[config.mk]
export PLATFORM = sky130hd
export DESIGN_NAME = frame_motion_ctrl
export DESIGN_NICKNAME = d
export VERILOG_FILES = /design/src/rtl/frame_motion_ctrl.sv
export SDC_FILE = /design/constraint.sdc
export NUM_CORES = 1
export LEC_CHECK = 0
export CAP_MARGIN = 20
export CORE_MARGIN = 2
export CORE_UTILIZATION = 50
export DETAILED_ROUTE_END_ITERATION = 8
export PLACE_DENSITY = 0.65
export SETUP_SLACK_MARGIN = 0.02
export SLEW_MARGIN = 20
export SYNTH_ARGS = -nofsm -noshare
export SYNTH_HDL_FRONTEND = slang
export SYNTH_SLANG_ARGS = --single-unit
[constraint.sdc]
create_clock -name clk -period 3 [get_ports clk]
set_input_delay 0.45 -clock clk [delete_from_list [all_inputs] [get_ports clk]]
set_output_delay 0.45 -clock clk [all_outputs]
set_load 0.05 [all_outputs]
[src/rtl/frame_motion_ctrl.sv]
// Frame-synchronous box motion sequencer.
// Detects frame start from vsync and debounces the four buttons. Once per frame a
// short FSM computes the next box centre, either bouncing or steered by buttons.
// Position and direction outputs are written only in COMMIT, inside vertical
// blanking. The new values are visible from the cycle after COMMIT, together
// with the bounce pulse.
module frame_motion_ctrl #(
  parameter int H_RES         = 640,
  parameter int V_RES         = 480,
  parameter int SIZE          = 32,
  parameter int STEP          = 2,
  parameter int DB_CYCLES     = 250000,
  parameter int VS_ACTIVE_LOW = 1
) (
  input  logic       clk,
  input  logic       rst,
  input  logic       vsync,
  input  logic [3:0] btn,
  input  logic       auto_en,
  output logic [9:0] box_x,
  output logic [9:0] box_y,
  output logic       dir_x,
  output logic       dir_y,
  output logic       bounce,
  output logic       frame_tick
);

  localparam logic signed [10:0] XMIN   = 11'(SIZE / 2);
  localparam logic signed [10:0] XMAX   = 11'(H_RES - SIZE / 2);
  localparam logic signed [10:0] YMIN   = 11'(SIZE / 2);
  localparam logic signed [10:0] YMAX   = 11'(V_RES - SIZE / 2);
  localparam logic signed [10:0] STEP_S = 11'(STEP);

  localparam int              CW      = (DB_CYCLES > 1) ? $clog2(DB_CYCLES) : 1;
  localparam logic [CW-1:0]   DB_LAST = CW'(DB_CYCLES - 1);

  localparam logic VS_ON = (VS_ACTIVE_LOW != 0) ? 1'b0 : 1'b1;

  localparam logic [1:0] S_WAIT   = 2'd0;
  localparam logic [1:0] S_CALC_X = 2'd1;
  localparam logic [1:0] S_CALC_Y = 2'd2;
  localparam logic [1:0] S_COMMIT = 2'd3;

  // Saturate a signed coordinate into [lo, hi].
  function automatic logic signed [10:0] clamp(input logic signed [10:0] v,
                                               input logic signed [10:0] lo,
                                               input logic signed [10:0] hi);
    if (v < lo)      return lo;
    else if (v > hi) return hi;
    else             return v;
  endfunction

  // Bounce step for one axis: returns {hit_flag, new_dir, new_pos}.
  function automatic logic [11:0] bounce_step(input logic [9:0] pos,
                                              input logic       dir,
                                              input logic signed [10:0] lo,
                                              input logic signed [10:0] hi);
    logic signed [10:0] n;
    n = $signed({1'b0, pos}) + (dir ? STEP_S : -STEP_S);
    if (dir && (n >= hi))       return {1'b1, 1'b0, hi[9:0]};
    else if (!dir && (n <= lo)) return {1'b1, 1'b1, lo[9:0]};
    else                        return {1'b0, dir, n[9:0]};
  endfunction

  // Button step for one axis: move only when exactly one of plus/minus is held.
  function automatic logic [9:0] btn_step(input logic [9:0] pos,
                                          input logic       plus,
                                          input logic       minus,
                                          input logic signed [10:0] lo,
                                          input logic signed [10:0] hi);
    logic signed [10:0] n;
    logic signed [10:0] c;
    n = $signed({1'b0, pos});
    if (plus && !minus)      n = n + STEP_S;
    else if (minus && !plus) n = n - STEP_S;
    c = clamp(n, lo, hi);
    return c[9:0];
  endfunction

  logic                vs_q;
  logic [3:0]          sync1_q, sync2_q;
  logic [3:0]          db_q;
  logic [CW-1:0]       cnt_q [4];
  logic [1:0]          state_q, state_d;
  logic [9:0]          box_x_q, box_y_q;
  logic                dir_x_q, dir_y_q, bounce_q;
  logic [9:0]          nx_q, ny_q;
  logic                ndx_q, ndy_q, bx_q, by_q;
  logic [11:0]         ax_res, ay_res;
  logic [9:0]          x_btn, y_btn;

  assign frame_tick = !rst && (vs_q != VS_ON) && (vsync == VS_ON);

  // Register vsync once for assertion-edge detection.
  always_ff @(posedge clk) begin
    if (rst) vs_q <= ~VS_ON;
    else     vs_q <= vsync;
  end

  // Two-flop synchroniser for the asynchronous buttons.
  always_ff @(posedge clk) begin
    sync1_q <= btn;
    sync2_q <= sync1_q;
  end

  // Per-bit debounce: the synced value must differ for DB_CYCLES cycles to be accepted.
  always_ff @(posedge clk) begin
    if (rst) begin
      db_q <= '0;
      for (int i = 0; i < 4; i++) cnt_q[i] <= '0;
    end else begin
      for (int i = 0; i < 4; i++) begin
        if (sync2_q[i] == db_q[i]) begin
          cnt_q[i] <= '0;
        end else if (cnt_q[i] == DB_LAST) begin
          db_q[i]  <= sync2_q[i];
          cnt_q[i] <= '0;
        end else begin
          cnt_q[i] <= cnt_q[i] + 1'b1;
        end
      end
    end
  end

  // Candidate next positions for both modes, from the committed position.
  always_comb begin
    ax_res = bounce_step(box_x_q, dir_x_q, XMIN, XMAX);
    ay_res = bounce_step(box_y_q, dir_y_q, YMIN, YMAX);
    x_btn  = btn_step(box_x_q, db_q[3], db_q[2], XMIN, XMAX);
    y_btn  = btn_step(box_y_q, db_q[1], db_q[0], YMIN, YMAX);
  end

  // Sequencer next-state: one pass WAIT -> CALC_X -> CALC_Y -> COMMIT per frame.
  always_comb begin
    state_d = state_q;
    case (state_q)
      S_WAIT:   if (frame_tick) state_d = S_CALC_X;
      S_CALC_X: state_d = S_CALC_Y;
      S_CALC_Y: state_d = S_COMMIT;
      default:  state_d = S_WAIT;
    endcase
  end

  // Shadow registers hold the computed frame update until COMMIT.
  always_ff @(posedge clk) begin
    if (state_q == S_CALC_X) begin
      if (auto_en) begin
        {bx_q, ndx_q, nx_q} <= ax_res;
      end else begin
        nx_q  <= x_btn;
        ndx_q <= dir_x_q;
        bx_q  <= 1'b0;
      end
    end
    if (state_q == S_CALC_Y) begin
      if (auto_en) begin
        {by_q, ndy_q, ny_q} <= ay_res;
      end else begin
        ny_q  <= y_btn;
        ndy_q <= dir_y_q;
        by_q  <= 1'b0;
      end
    end
  end

  // FSM state and committed outputs; reset discards any frame in flight.
  always_ff @(posedge clk) begin
    if (rst) begin
      state_q  <= S_WAIT;
      box_x_q  <= 10'(H_RES / 2);
      box_y_q  <= 10'(V_RES / 2);
      dir_x_q  <= 1'b1;
      dir_y_q  <= 1'b1;
      bounce_q <= 1'b0;
    end else begin
      state_q  <= state_d;
      bounce_q <= (state_q == S_COMMIT) && (bx_q || by_q);
      if (state_q == S_COMMIT) begin
        box_x_q <= nx_q;
        box_y_q <= ny_q;
        dir_x_q <= ndx_q;
        dir_y_q <= ndy_q;
      end
    end
  end

  assign box_x  = box_x_q;
  assign box_y  = box_y_q;
  assign dir_x  = dir_x_q;
  assign dir_y  = dir_y_q;
  assign bounce = bounce_q;

endmodule
==> results of run 1 <==
==> registers in the layout, summed over array words and instances (netlist names), 2 cells and up <==
signal / count
ny_q: 10
box_y: 10
nx_q: 10
state_q: 2
sync1_q: 4
sync2_q: 4
db_q: 4
box_x: 10
cnt_q: 72
==> worst reg2reg max path, stage by stage, from the launching register on <==
cell       delay [ns]
dfxtp_2          0.36
inv_1            0.14
ha_1             0.40
and3_1           0.24
a221oi_2         0.27
xnor2_1          0.17
a2111oi_1        0.38
nand3_1          0.20
or3b_4           0.31
o21ai_0          0.09
==> synth_stat cells, types with 17 or more instances <==
library cell,n
xnor2_1,46
nand4_1,19
clkbuf_1,18
a21oi_1,20
nand2_1,38
edfxtp_1,96
inv_1,26
nor3_1,17
ha_1,30
dfxtp_1,38
nand3_1,42
xor2_1,49
mux2i_1,24
nor2_1,138
==> cell type report <==
type / instances / area (um2) / area share
tap: 216 / 270 / 0.0285
sequential: 134 / 3650 / 0.384
clock inverter: 9 / 87.6 / 0.00923
inverter: 27 / 101 / 0.0107
timing repair buffer: 52 / 478 / 0.0504
clock buffer: 23 / 510 / 0.0538
multi-input combinational: 675 / 4390 / 0.463
==> per-layer routing <==
layer  global-route usage  vias up
met3               0.0459       26
met4               0.0753        0
met5                    0        -
met1                0.261     2912
met2                0.358      101
li1                     -     3053
==> report_power, final <==
part	switching [uW]	leakage, uW	internal (uW)	total [uW]
clock network	788	0.000291	1290	2070
logic	505	0.00192	321	826
registers	116	0.00127	2180	2300
total	1410	0.00347	3790	5200
==> kinds of logic after synthesis <==
group,count (synthesis),synth area share
AND/OR/NAND/NOR,330,0.208
flip-flops,134,0.459
AO/OA/AOI/OAI,120,0.115
XOR/XNOR,97,0.109
buffers and inverters,52,0.0265
adder cells (fa/ha/maj),32,0.0523
multiplexers,24,0.0303
other,1,0.000472
==> how the worst max path moves through the flow <==
stage / startpoint / end / slack, ns / depth (start not counted)
6_report: dir_y / ny_q[2] / 0.16 / 9
4_1_cts: dir_x / nx_q[0] / 0.05 / 9
3_3_place_gp: dir_x / nx_q[4] / 0.21 / 9
3_5_place_dp: dir_x / nx_q[4] / 0.09 / 9
2_1_floorplan: box_x[1] / nx_q[4] / 0.03 / 9
5_1_grt: dir_y / ny_q[5] / 0.03 / 9
==> layout by cell type, fill, tap and decap left out, types with 4 or more instances in the layout <==
master,netlist,layout
a21o_1,6,6
a21oi_1,20,19
and3_1,11,11
buf_4,0,21
clkbuf_16,0,19
clkdlybuf4s50_1,0,30
conb_1,1,72
dfxtp_1,38,35
edfxtp_1,96,96
ha_1,30,30
inv_1,26,26
mux2i_1,24,24
nand2_1,38,38
nand2b_1,4,4
nand3_1,42,42
nand4_1,19,19
nor2_1,138,138
nor3_1,17,17
nor3b_1,4,4
nor4_1,11,11
o211ai_1,7,7
o21a_1,6,6
o21ai_0,15,15
o22ai_1,12,12
o2bb2ai_1,4,4
o32ai_1,4,4
or3_1,11,11
xnor2_1,46,46
xor2_1,49,49
==> metrics by stage <==
stage          area, um2  total power [uW]
5_1_grt             9490              5400
3_5_place_dp        8850              3140
2_1_floorplan       8210              2890
6_report            9490              5200
3_3_place_gp        8850              3110
4_1_cts             9450              5220
==> qor.yml, run 1 <==
finish:
  final_layout_size_suffix_gt1_frac: 0.0946
  area_delta_synth_final_pct: 19.5
  nets: 947
  final_util: 0.604
  n_antenna_cell: 0
  fin_cells: 1136
  fillerInstances: 1334
global_routing:
  first_global_vias: 5969
  track_usage: 0.209
  grt_overflow: 0
  grt_max_degree: 26
  antenna_found_initial: 0
  grt_pass1_wl_um: 28000
status:
  status: "complete, no violations"
power_and_ir_drop:
  power_density_mw_per_mm2: 548
  peakVddDrop_mv: 0.447
  p_leak_uw: 0.00347
clock_tree:
  clkTransAtPathRegs_ns: 0.06
  clockRootBuffer: "clkbuf_16"
  clkLatencyLatePin_ns: 0.43
  cts_sinks: 134
  cts_resized: 0
  cts_tree: "yes"
  cts_buffers: 17
  cts_max_level: 4
  post_cts.repair.setup_buffers: 0
  holdBufCountCts: 0
  cts_max_path_buffers: 2
setup_path:
  rr_startpoint: "dir_y"
  rr_endpoint: "ny_q[2]"
  critPathRequiredTime_ns: 3.15
  path_delay_family: "simple AND/OR/NAND/NOR gates"
  path_max_fanout: 7
  cp-end-kind: "flop"
  cp_slowest_stage_delay_ns: 0.39
  critPathKind: "reg -> reg"
  path_buf_inv: 1
  crit_chain: "inv_1, ha_1, and3_1, a221oi_2, xnor2_1, a2111oi_1, nand3_1, or3b_4, o21ai_0"
  ff2ff_path_depth: 9
  slowest_stage: "ha_1"
  reg2reg_slack_ns: 0.16
  worst_setup_path_start_kind: "flop"
  arrival_ns: 3.00
die:
  dieWidth_um: 130
  core_mm2: 0.0157
  std_cell_rows: 46
  ioPinCount: 32
  die_area_mm2: 0.0169
  floorplan.initialDensity: 0.505
  die_h_um: 130
drt:
  avgViaCountPerCell: 5.36
  drt-total-wl_um: 16900
  drt-met1-wl_um: 7870
  avgRoutedWirePerCell_um: 14.8
  ant_nets: 0
  wl_met3_um: 512
  vias: 6092
  top_layer_used: "met4"
  met2WireLength_um: 8170
  drt_iter0_markers: 425
  first_pass_iters: 4
  drc: 0
sta:
  fin_ws_ns: 0.156
  period_minus_slack_ns: 2.84
  whs_ns: 0.327
  hold_viol_final: 0
  rsz0062_at_grt: "no"
  setup_viol: 0
  setup_tns_ns: 0
  post-route-period-util: 0.948
  relSlewSlack: 0.562
  max_freq_ghz: 0.352
  maxSlewViolCount: 0
  clock_skew_ns: 0.0145
  worstMarginPinSlew_ns: 0.657
place:
  dp_cells: 1104
  dpl.hpwl_um: 12400
  gp_congestion: 0.879
  pre_cts_ws_ns: 0.0917
  portBuffers: 31
yosys:
  synth_warnings: 0
  synth_edf_count: 96
  synthTopCellsByArea: "edfxtp_1 36%, dfxtp_1 9.6%, nor2_1 6.5%, xor2_1 5.4%, xnor2_1 5.1%"
  synth-async-reset-ratio: 0
  synth.cell_area_mm2: 0.00794
  synth_top_cell_by_area: "edfxtp_1"
  synth_top_area_frac: 0.363
  ys_ff_latch: 134
  syn_inst: 790
  postSynthAreaPerCell_um2: 10.1
  ys.flop_type: "edfxtp_1"
  synthDistinctLibCells: 81
  synth.yosys.seq_area_share: 0.459
hold_path:
  hold_path_class: "reg -> reg"
  whs_endpoint: "sync2_q[1]"
  worst_hold_path.num_cells: 0
  min_from: "sync1_q[1]"
run:
  drv_cap: 0
No activity file was read; power rests on OpenSTA's default activity.
==> run 2, diff against run 1 <==
--- a/config.mk
+++ b/config.mk
@@ -8,7 +8,9 @@
 export CAP_MARGIN = 20
 export CORE_MARGIN = 2
 export CORE_UTILIZATION = 50
+export CTS_CLUSTER_SIZE = 14
 export DETAILED_ROUTE_END_ITERATION = 8
+export GPL_TIMING_DRIVEN = 0
 export PLACE_DENSITY = 0.65
 export SETUP_SLACK_MARGIN = 0.02
 export SLEW_MARGIN = 20
==> qor.yml, run 2 (same netlist as run 1, synthesis figures left out) <==
place:
  gp_congestion: 0.884  # +0.61%
  dpl.hpwl_um: 12400  # -0.33%
  dp_cells: 1107  # +0.27%
  portBuffers: 30  # -3.2%
  post_dp_cell_area_mm2: 0.00878  # -0.78%
  pre_cts_ws_ns: -0.176  # -0.268 ns
setup_path:
  arrival_ns: 3.15  # +0.15 ns
  reg2reg_slack_ns: 0.003  # -0.15 ns
  rr_startpoint: "dir_y"
  worst_setup_path_start_kind: "flop"
  cp_slowest_stage_delay_ns: 0.46  # +0.07 ns
  critPathRequiredTime_ns: 3.15  # about the same
  cp-end-kind: "flop"
  path_delay_family: "compound AO/OA/AOI/OAI gates"
  path_max_fanout: 7  # unchanged
  crit_cells: 9  # unchanged
  rr_endpoint: "ny_q[3]"
  crit_chain: "clkinvlp_4, fa_2, a21o_1, a221oi_2, xnor2_2, o2111ai_2, a211oi_4, or3b_4, o21ai_1"
  critPathKind: "reg -> reg"
  slowest_stage: "fa_2"
  ff2ff_path_depth: 9  # unchanged
  path_buf_inv: 1  # unchanged
drt:
  drt-total-wl_um: 17400  # +3.1%
  first_pass_iters: 5  # +1
  avgViaCountPerCell: 5.46  # +1.9%
  drt_iter0_markers: 370  # -13%
  vias: 6289  # +3.2%
  drc: 0  # unchanged
  avgRoutedWirePerCell_um: 15.1  # +1.7%
  ant_nets: 0  # unchanged
global_routing:
  antenna_found_initial: 0  # unchanged
  grt_max_degree: 17  # -35%
  gr-usage-met3: 0.0324  # -0.0135
  track_usage: 0.211  # +0.00201
  grt.busiest_layer: "met2"
  first_global_vias: 5979  # +0.17%
  grt_use_met1: 0.276  # +0.0147
  grt_pass1_wl_um: 28500  # +1.7%
  grt_overflow: 0  # unchanged
  grt_util_met2: 0.360  # +0.00185
die:
  core_mm2: 0.0157  # unchanged
  std_cell_rows: 46  # unchanged
  die_h_um: 130  # unchanged
  ioPinCount: 32  # unchanged
  die_area_mm2: 0.0169  # unchanged
  dieWidth_um: 130  # unchanged
  floorplan.initialDensity: 0.505  # unchanged
clock_tree:
  clockRootBuffer: "clkbuf_16"
  cts_max_path_buffers: 2  # unchanged
  cts_tree: "yes"
  cts_max_level: 4  # unchanged
  holdBufCountCts: 0  # unchanged
  cts_sinks: 134  # unchanged
  cts_buffers: 17  # unchanged
  clkTransAtPathRegs_ns: 0.06  # about the same
  clkLatencyLatePin_ns: 0.41  # -0.02 ns
power_and_ir_drop:
  p_leak_uw: 0.00346  # -0.24%
  power_density_mw_per_mm2: 531  # -3.1%
  peakVddDrop_mv: 0.415  # -7.1%
sta:
  period_minus_slack_ns: 3.00  # +0.154 ns
  worstMarginPinSlew_ns: 0.774  # +0.117 ns
  relSlewSlack: 0.484  # -0.0781
  maxSlewViolCount: 0  # unchanged
  clock_skew_ns: 0.00696  # -0.00755 ns
  rsz0062_at_grt: "yes"
  hold_viol_final: 0  # unchanged
  post-route-period-util: 0.999  # +0.0512
  fin_ws_ns: 0.00265  # -0.154 ns
  setup_viol: 0  # unchanged
  whs_ns: 0.331  # +0.00423 ns
  max_freq_ghz: 0.334  # -5.1%
finish:
  layout_commonest_cell: "nor2_1"
  final_util: 0.613  # +0.00916
  n_antenna_cell: 0  # unchanged
  final_cell_area_mm2: 0.00963  # +1.5%
  fillerInstances: 1379  # +3.4%
  area_delta_synth_final_pct: 21.3
  mostFrequentLayoutCells: "138 x nor2_1, 96 x edfxtp_1, 72 x conb_1"
  largest_register: "cnt_q"
  nets: 962  # +1.6%
  largest_reg_flops: 72  # unchanged
  final_layout_size_suffix_gt1_frac: 0.112  # +0.0177
  fin_cells: 1151  # +1.3%
hold_path:
  min_from: "sync1_q[2]"
  hold_path_class: "reg -> reg"
  worst_hold_path.num_cells: 0  # unchanged
  whs_endpoint: "sync2_q[2]"
run:
  drv_cap: 0  # unchanged
status:
  status: "complete, no violations"
==> run 2: metal layers <==
layer,part of all wire,routed length [um],vias to the layer above
met1,0.45,7830,3050
met4,0.019,329,0
met2,0.50,8690,121
met3,0.030,523,26
met5,0,0,-
li1,-,-,3092
==> run 2: where the power goes <==
| group | internal, uW | leakage [uW] | switching (uW) |
|---|---|---|---|
| combinational | 353 | 0.00193 | 524 |
| sequential | 2180 | 0.00127 | 123 |
| clock | 1160 | 0.000264 | 773 |
| total | 3700 | 0.00346 | 1420 |
==> run 2: through the flow <==
step	power, uW	TNS (ns)
finish	5110	0
global route	5340	-0.704
CTS	5080	0
detailed placement	3110	-1.38
global placement	3080	-0.857
floorplan	2890	0
==> run 2: how the worst max path moves through the flow <==
| stage | startpoint | end | slack (ns) |
|---|---|---|---|
| finish | dir_y | ny_q[3] | 0.003 |
| global route | dir_y | ny_q[3] | -0.11 |
| CTS | dir_x | nx_q[4] | 0.04 |
| detailed placement | box_x[1] | nx_q[4] | -0.18 |
| global placement | box_x[1] | nx_q[4] | -0.14 |
| floorplan | box_x[1] | nx_q[4] | 0.03 |
==> run 2: area by class of cell <==
type                    instances  area (um2)  area share
plain buffers                  25         109      0.0113
well taps                     216         270      0.0281
clock inverters                11         100      0.0104
multi-input cells             675        4540       0.472
repair buffers                 42         392      0.0407
clock buffers                  21         450      0.0468
inverters                      27         109      0.0113
flip-flops and latches        134        3660       0.380
==> run 2: repair_timing <==
item                       in CTS  in global routing
setup endpoints to repair      18                 22
pin swaps                       1                 14
setup buffers                   1                 11
gates resized for setup         9                 35
==> run 3, diff against run 2 <==
--- a/config.mk
+++ b/config.mk
@@ -5,14 +5,14 @@
 export SDC_FILE = /design/constraint.sdc
 export NUM_CORES = 1
 export LEC_CHECK = 0
+export ABC_AREA = 1
 export CAP_MARGIN = 20
 export CORE_MARGIN = 2
 export CORE_UTILIZATION = 50
 export CTS_CLUSTER_SIZE = 14
 export DETAILED_ROUTE_END_ITERATION = 8
 export GPL_TIMING_DRIVEN = 0
-export PLACE_DENSITY = 0.65
-export SETUP_SLACK_MARGIN = 0.02
+export PLACE_DENSITY = 0.64
 export SLEW_MARGIN = 20
 export SYNTH_ARGS = -nofsm -noshare
 export SYNTH_HDL_FRONTEND = slang
==> qor.yml, run 3 <==
global_routing:
  track_usage: 0.222  # +0.0111
  antenna_found_initial: 0  # unchanged
  grt_pass1_wl_um: 31800  # +12%
  first_global_vias: 6739  # +13%
  grt_overflow: 0  # unchanged
  grt_max_degree: 17  # unchanged
setup_path:
  slowest_stage: "ha_1"
  crit_chain: "inv_1, ha_1, or2_2, nand3_1, nand2_1, a21oi_1, nand3_1, nand4_1, nand2_1"
  critPathKind: "reg -> reg"
  critPathRequiredTime_ns: 3.17  # +0.02 ns
  path_max_fanout: 13  # +6
  cp-end-kind: "flop"
  rr_startpoint: "dir_y"
  arrival_ns: 2.97  # -0.18 ns
  cp_slowest_stage_delay_ns: 0.39  # -0.07 ns
  worst_setup_path_start_kind: "flop"
  startpoint: "dir_y"
  rr_endpoint: "ny_q[3]"
  reg2reg_slack_ns: 0.20  # +0.19 ns
  ff2ff_path_depth: 9  # unchanged
  setup.worst_path.end: "ny_q[3]"
yosys:
  synth_top_cell_by_area: "edfxtp_1"
  synth_edf_count: 96  # unchanged
  postSynthAreaPerCell_um2: 7.63  # -24%
  ys.flop_type: "edfxtp_1"
  synth.most_common_cell: "nand2_1"
  synthTopCellsByArea: "edfxtp_1 34%, nand2_1 12%, dfxtp_1 9.1%, nand3_1 6.1%, inv_1 5.9%"
  syn_inst: 1101  # +39%
  synthDistinctLibCells: 36  # -56%
  synth_top_area_frac: 0.343  # -0.0199
  ys_top_cells_by_count: "273 x nand2_1, 132 x inv_1, 128 x nor2_1"
  synth.yosys.seq_area_share: 0.434  # -0.0252
  synth_warnings: 0  # unchanged
  ys_ff_latch: 134  # unchanged
  synth-async-reset-ratio: 0  # unchanged
  synth.cell_area_mm2: 0.00840  # +5.8%
place:
  portBuffers: 30  # unchanged
  dp_cells: 1422  # +28%
  gp_congestion: 0.883  # -0.14%
  dpl.hpwl_um: 14100  # +14%
sta:
  setup_tns_ns: 0  # unchanged
  maxSlewViolCount: 0  # unchanged
  worstMarginPinSlew_ns: 0.693  # -0.0805 ns
  clock_skew_ns: 0.0126  # +0.00563 ns
  relSlewSlack: 0.538  # +0.0537
  setup_viol: 0  # unchanged
  period_minus_slack_ns: 2.80  # -0.195 ns
  max_freq_ghz: 0.357  # +6.9%
  post-route-period-util: 0.934  # -0.0649
  rsz0062_at_grt: "no"
  hold_viol_final: 0  # unchanged
finish:
  n_antenna_cell: 0  # unchanged
  nets: 1267  # +32%
  largest_reg_flops: 72  # unchanged
  area_delta_synth_final_pct: 17.9
  fillerInstances: 1559  # +13%
  layout_commonest_cell: "nand2_1"
  fin_cells: 1460  # +27%
  mostFrequentLayoutCells: "273 x nand2_1, 131 x inv_1, 128 x nor2_1"
  largest_register: "cnt_q"
  final_layout_size_suffix_gt1_frac: 0.0589  # -0.0534
run:
  drv_cap: 0  # unchanged
die:
  std_cell_rows: 47  # +2.2%
  dieWidth_um: 134  # +2.8%
  core_mm2: 0.0165  # +5.2%
  die_area_mm2: 0.0179  # +5.6%
  die_h_um: 134  # +2.8%
  floorplan.initialDensity: 0.508  # +0.00303
  ioPinCount: 32  # unchanged
status:
  status: "complete, no violations"
power_and_ir_drop:
  p_leak_uw: 0.00442  # +28%
  power_density_mw_per_mm2: 629  # +18%
  peakVddDrop_mv: 0.481  # +16%
drt:
  avgRoutedWirePerCell_um: 12.9  # -15%
  ant_nets: 0  # unchanged
  drt-total-wl_um: 18800  # +8.2%
  drc: 0  # unchanged
  drt_iter0_markers: 538  # +45%
  avgViaCountPerCell: 5.06  # -7.3%
  first_pass_iters: 6  # +1
  vias: 7392  # +18%
clock_tree:
  clkLatencyLatePin_ns: 0.42  # about the same
  clockRootBuffer: "clkbuf_16"
  clkTransAtPathRegs_ns: 0.06  # about the same
  cts_max_level: 4  # unchanged
  cts_max_path_buffers: 2  # unchanged
  cts_sinks: 134  # unchanged
  cts_buffers: 17  # unchanged
  cts_tree: "yes"
hold_path:
  hold_path_class: "reg -> reg"
run 3: changes by cell type after synthesis, sizes merged, moves of 8 or more:
cell / previous run / this run
mux2i: 24 / 0
xor2: 50 / 27
a21oi: 21 / 61
o22ai: 12 / 0
o21ai: 18 / 51
nand4: 19 / 36
nand2: 39 / 273
o211ai: 9 / 1
and3: 12 / 1
nand3: 43 / 104
or3: 13 / 0
xnor2: 47 / 3
inv: 26 / 138
nor3: 17 / 36
run 3: stage by stage:
step / setup slack [ns] / power, uW / instance area, um2 / hold slack, ns / utilization
after floorplan: 0.130 / 3680 / 8670 / 0.310 / -
after global placement: 0.0873 / 4110 / 9240 / 0.310 / 0.559
after detailed placement: 0.0758 / 4130 / 9240 / 0.313 / 0.559
after CTS: 0.0578 / 6230 / 9840 / 0.327 / 0.596
after global routing: 0.0152 / 6600 / 9910 / 0.326 / 0.600
final: 0.197 / 6230 / 9910 / 0.327 / 0.600
run 3: worst min-delay path by stage:
stage                  to  depth (start not counted)  slack, ns        from
6_report       sync2_q[3]                          0       0.33  sync1_q[3]
5_1_grt        sync2_q[0]                          0       0.33  sync1_q[0]
4_1_cts        sync2_q[1]                          0       0.33  sync1_q[1]
3_5_place_dp   sync2_q[1]                          0       0.31  sync1_q[1]
3_3_place_gp   sync2_q[1]                          0       0.31  sync1_q[1]
2_1_floorplan  sync2_q[0]                          0       0.31  sync1_q[0]
run 3: per-layer routing:
metal / vias up / global-route usage / routed length (um)
li1: 3881 / - / -
met1: 3360 / 0.303 / 9140
met2: 132 / 0.363 / 8800
met3: 19 / 0.0460 / 643
met4: 0 / 0.0579 / 214
met5: - / 0 / 0
run 3: cell type report:
cell class	count	area, um2	share of cell area
inverters	142	541	0.0546
plain buffers	13	51.3	0.00518
repair buffers	36	345	0.0349
clock inverters	10	73.8	0.00745
clock buffers	22	528	0.0533
well taps	220	275	0.0278
multi-input cells	883	4450	0.449
flip-flops and latches	134	3650	0.368
run 3: logic make-up (layout without fill, tap and decap cells):
| logic type | after synthesis | in the layout | synth area share |
|---|---|---|---|
| AO/OA/AOI/OAI | 131 | 131 | 0.0831 |
| XOR/XNOR | 30 | 30 | 0.0313 |
| flip-flops | 134 | 134 | 0.434 |
| other | 1 | 72 | 0.000446 |
| AND/OR/NAND/NOR | 618 | 618 | 0.332 |
| adder cells (fa/ha/maj) | 32 | 32 | 0.0494 |
| buffers and inverters | 155 | 223 | 0.0696 |
run 3: timing repair:
action / 4_1_cts / 5_1_grt
setup endpoints to repair: 0 / 11
resized for setup: 0 / 6
hold buffers: 0 / 0
buffers inserted: 0 / 6
run 3: worst max-delay path, delay by kind of cell, from the launching register on:
| kind | cells | cell delay (ns) |
|---|---|---|
| flip-flops | 1 | 0.34 |
| adder cells (fa/ha/maj) | 1 | 0.39 |
| AND/OR/NAND/NOR | 6 | 1.13 |
| AO/OA/AOI/OAI | 1 | 0.33 |
| buffers and inverters | 1 | 0.35 |
run 3: power breakdown:
part / switching (uW) / total, uW / internal, uW
clock: 840 / 2100 / 1260
sequential: 186 / 2450 / 2270
combinational: 1140 / 1680 / 543
